### src/rtl/bcd_mod_counter.sv
// Two-digit BCD up/down counter with programmable modulus, synchronous validated load,
// a one-cycle wrap pulse (tc) and a one-cycle rejected-load pulse (load_err).
module bcd_mod_counter #(
  parameter int unsigned MODULUS = 60
) (
  input  logic       clk,
  input  logic       reset_n,
  input  logic       en,
  input  logic       up,
  input  logic       load,
  input  logic [7:0] load_val,
  output logic [7:0] count,
  output logic       tc,
  output logic       load_err
);

  localparam int unsigned MaxVal  = MODULUS - 1;
  localparam logic [3:0]  MaxTens = 4'(MaxVal / 10);
  localparam logic [3:0]  MaxOnes = 4'(MaxVal % 10);
  localparam logic [7:0]  ModBin  = 8'(MODULUS);

  logic [3:0] tens_q, tens_d;
  logic [3:0] ones_q, ones_d;
  logic       tc_q, tc_d;
  logic       load_err_q, load_err_d;

  logic [3:0] ld_tens, ld_ones;
  logic [7:0] ld_bin;
  logic       ld_ok;
  logic       at_max, at_zero;

  always_comb begin
    ld_tens = load_val[7:4];
    ld_ones = load_val[3:0];
    // tens*10 + ones, built from shifts so the compare stays 8 bits wide
    ld_bin  = {1'b0, ld_tens, 3'b000} + {3'b000, ld_tens, 1'b0} + {4'b0000, ld_ones};
    ld_ok   = (ld_tens <= 4'd9) && (ld_ones <= 4'd9) && (ld_bin < ModBin);
    at_max  = (tens_q == MaxTens) && (ones_q == MaxOnes);
    at_zero = (tens_q == 4'd0) && (ones_q == 4'd0);
  end

  always_comb begin
    tens_d     = tens_q;
    ones_d     = ones_q;
    tc_d       = 1'b0;
    load_err_d = 1'b0;
    if (load) begin
      if (ld_ok) begin
        tens_d = ld_tens;
        ones_d = ld_ones;
      end else begin
        load_err_d = 1'b1;
      end
    end else if (en) begin
      if (up) begin
        if (at_max) begin
          tens_d = 4'd0;
          ones_d = 4'd0;
          tc_d   = 1'b1;
        end else if (ones_q == 4'd9) begin
          tens_d = tens_q + 4'd1;
          ones_d = 4'd0;
        end else begin
          ones_d = ones_q + 4'd1;
        end
      end else begin
        if (at_zero) begin
          tens_d = MaxTens;
          ones_d = MaxOnes;
          tc_d   = 1'b1;
        end else if (ones_q == 4'd0) begin
          tens_d = tens_q - 4'd1;
          ones_d = 4'd9;
        end else begin
          ones_d = ones_q - 4'd1;
        end
      end
    end
  end

  always_ff @(posedge clk or negedge reset_n) begin
    if (!reset_n) begin
      tens_q     <= 4'd0;
      ones_q     <= 4'd0;
      tc_q       <= 1'b0;
      load_err_q <= 1'b0;
    end else begin
      tens_q     <= tens_d;
      ones_q     <= ones_d;
      tc_q       <= tc_d;
      load_err_q <= load_err_d;
    end
  end

  assign count    = {tens_q, ones_q};
  assign tc       = tc_q;
  assign load_err = load_err_q;

endmodule
### config.mk
export PLATFORM = sky130hd
export DESIGN_NAME = bcd_mod_counter
export DESIGN_NICKNAME = d
export VERILOG_FILES = /design/src/rtl/bcd_mod_counter.sv
export SDC_FILE = /design/constraint.sdc
export NUM_CORES = 1
export LEC_CHECK = 0
export CAP_MARGIN = 10
export CORE_ASPECT_RATIO = 1.5
export CORE_UTILIZATION = 45
export CTS_CLUSTER_SIZE = 14
export DETAILED_ROUTE_END_ITERATION = 8
export GPL_ROUTABILITY_DRIVEN = 1
export PLACE_DENSITY = 0.79
export SETUP_SLACK_MARGIN = 0.05
export SLEW_MARGIN = 20
export SYNTH_ARGS = -nofsm -noshare
export SYNTH_HDL_FRONTEND = slang
export SYNTH_SLANG_ARGS = --single-unit
### constraint.sdc
create_clock -name clk -period 2.05 [get_ports clk]
set_clock_uncertainty 0.1 [all_clocks]
set_input_delay 0.41 -clock clk [delete_from_list [all_inputs] [get_ports clk]]
set_output_delay 0.41 -clock clk [all_outputs]
set_load 0.005 [all_outputs]
==> results.tsv <==
stage	metric	value	unit
grt	GR Overflow Total	0	
floorplanning	cell row count	21	
synthesis	unique cell type count in the Yosys netlist	45	
synthesis	Seq/Total Area, Yosys	0.227	
route	Iter 0 DRT Violations	65	
clock_network	clock sinks	10	
power_and_ir_drop	sequential share of power	0.215	
layout	fill count	141	
outcome	failing checks	negative setup slack	
synthesis	Post-synth EDFFs	0	
placed_design	IO Port Bufs	22	
layout	Total Nets Final	214	
layout	Ant. Diodes	0	
timing	# setup viols final	9	
synthesis	fraction of registers with async set/reset	1.00	
floorplanning	Die Area	2650	um^2
floorplanning	CORE AREA	2260	um^2
critical_path	CP required	2.11	ns
synthesis	Post-synth top cells	12 x inv_1, 10 x dfrtp_1, 10 x nor2_1	
power_and_ir_drop	maximum vdd ir drop	501	uV
grt	number of global-route vias before repair	1321	
min_path	HP Class	primary input to asynchronous set/reset pin	
timing	RSZ-0062 raised after global routing	true	
power_and_ir_drop	switch share	0.410	
timing	Fmax	0.377	GHz
synthesis	top cells by area, synth	dfrtp_1 23%, ha_1 10%, inv_1 4.1%	
power_and_ir_drop	Comb pwr share	0.672	
timing	Slew @ Worst Pin	0.551	ns
power_and_ir_drop	Power Density	892	nW/um^2
placed_design	pre-CTS WS	-1.34	ns
placed_design	Final Wtd Congestion	0.800	
clock_network	CTS H-Tree Depth	1	
placed_design	Final HPWL DP	2.30	mm
critical_path	CP endpoint kind	flop	
run	Max-Cap Viols	0	
timing	Final period util	1.29	
timing	Slew Viols, Final	0	
clock_network	CTS max path bufs	2	
synthesis	area leader, netlist	dfrtp_1	
power_and_ir_drop	Int Pwr	0.000941	W
outcome	status	complete, but fails checks	
grt	initial antenna violation count	0	
synthesis	synthesized area	1100	um^2
route	Vias	1246	
route	TritonRoute pass-1 iters	4	
timing	fin worst setup slack	-0.603	ns
critical_path	crit path DAT	2.71	ns
synthesis	share of the synthesized area in the top cell type	0.227	
grt	global-route wire length before repair	5.87	mm
power_and_ir_drop	switching power	0.000655	W
synthesis	Synth Register Bits	10	
power_and_ir_drop	Clock power frac	0.113	
route	Routed WL	3.55	mm
layout	layout cells sized above 1	0.413	
clock_network	Clk Latency, worst-skew pair	0.27	ns
route	Residual DRC	0	
clock_network	total CTS buffers	3	
timing	final hold viol count	0	
layout	final std cells w/o fill	212	
synthesis	syn nets	154	
route	average vias per placed instance	5.88	
critical_path	Worst setup SP type	primary input	
synthesis	top-count cell post-synth	inv_1	
layout	Syn-to-layout area delta	62.5	%
grt	largest net degree at the start of global routing	12	
synthesis	Main synth FF type	dfrtp_1	
floorplanning	Top Ports	23	
synthesis	Ys Warns	0	
route	Post-DRT Antenna Nets	0	
route	WL per Instance	16.7	um
synthesis	Synth Area per Inst	8.47	um^2
critical_path	Crit Path Max Fanout	4	
placed_design	Post-Place Cells	191	
timing	minimum clock period	2.65	ns
grt	GRT Overall Usage	0.285	
clock_network	CTS tree	built	
power_and_ir_drop	leak pwr	0.810	nW
clock_network	clk root buf	clkbuf_4	
synthesis	Synth Instances	130	
layout	post-layout util	0.792	
floorplanning	Starting Density	0.487	
clock_network	Clk pin slew, worst setup/hold paths	0.07	ns
floorplanning	chip width	42.4	um
floorplanning	die outline height	62.6	um
timing	Relative slew margins	0.632	
critical_path	CP Class	primary input to flop	
[per-layer routing]
layer  wire length (um)  GRT usage  vias to the layer above
li1                   -          -                      591
met1               1310      0.310                      581
met2               1970      0.521                       60
met3                148     0.0260                       14
met4                120      0.148                        0
met5                  0          0                        -
[area by class of cell]
class	count	area (um^2)	share of cell area
inverter	13	61.3	0.0343
sequential	10	250	0.140
timing repair buffer	63	534	0.299
tap	23	28.8	0.0161
clock buffer	4	36.3	0.0203
multi-input combinational	99	878	0.491
[repair_timing]
item | 4_1_cts | 5_1_grt
gates resized for setup | 34 | 7
hold buffers | 0 | 0
endpoints found under the setup margin | 9 | 9
buffers inserted | 16 | 1
pin swaps | 19 | 13
[path summary, 6_finish.rpt]
| kind | from | endpoint | slack (ns) | cells past startpoint |
|---|---|---|---|---|
| max | load_val[6] | ones_q[1] | -0.60 | 11 |
| min | reset_n | tens_q[1] | 0.35 | 1 |
| max reg2reg | tens_q[1] | tens_q[1] | -0.05 | 7 |
| min reg2reg | ones_q[1] | ones_q[1] | 0.47 | 1 |
| max in group asynchronous | reset_n | tens_q[3] | 1.19 | 1 |
| min in group clk | ones_q[1] | ones_q[1] | 0.47 | 1 |
[placed cells by master, fill, tap and decap left out, drive strengths merged, types with 3 or more instances in the layout]
| cell type | count |
|---|---|
| and3 | 3 |
| clkbuf | 4 |
| dfrtp | 10 |
| mux2i | 3 |
| nor2 | 10 |
| inv | 13 |
| nand2 | 8 |
| nor3 | 7 |
| buf | 46 |
| o21ai | 13 |
| a21oi | 5 |
| xor2 | 3 |
| mux2 | 4 |
| nand4 | 3 |
| ha | 9 |
| clkdlybuf4s50 | 16 |
| nor4b | 3 |
[power groups by stage]
stage	clock network (W)	registers (W)	logic, W
CTS	0.000183	0.000343	0.00102
global route	0.000192	0.000355	0.00116
detailed placement	0	0.000346	0.000967
finish	0.000180	0.000343	0.00107
global placement	0	0.000341	0.000934
floorplan	0	0.000361	0.000569
[metrics by stage]
stage / hold WS [ns] / total power, W / setup TNS [ns] / area, um^2
after CTS: 0.356 / 0.00154 / -4.34 / 1760
final: 0.355 / 0.00160 / -4.87 / 1790
after global routing: 0.378 / 0.00171 / -5.48 / 1790
after detailed placement: 0.441 / 0.00131 / -11.51 / 1540
after global placement: 0.435 / 0.00127 / -10.80 / 1540
after floorplan: 0.0144 / 0.000931 / -4.87 / 1140
[cell families after synthesis]
logic type	Yosys count	share of synthesized area
compound gates	37	0.257
xor+xnor	3	0.0239
fa+ha+maj	11	0.139
buf+inv	21	0.0841
flops	10	0.227
mux	7	0.0716
simple gates	41	0.198
[worst max-delay path, cell delays in order]
cell,delay [ns]
buf_8,0.09
inv_8,0.02
fa_1,0.59
inv_1,0.07
ha_1,0.27
a21o_1,0.17
a21oi_2,0.21
mux2i_2,0.25
nand4_1,0.15
nand2_2,0.15
mux2_4,0.32
[state kept, by name, indices dropped and copies added, names as in the netlist]
register	count
load_err	1
ones_q	4
tc	1
tens_q	4
(Power assumes the default switching activity.)
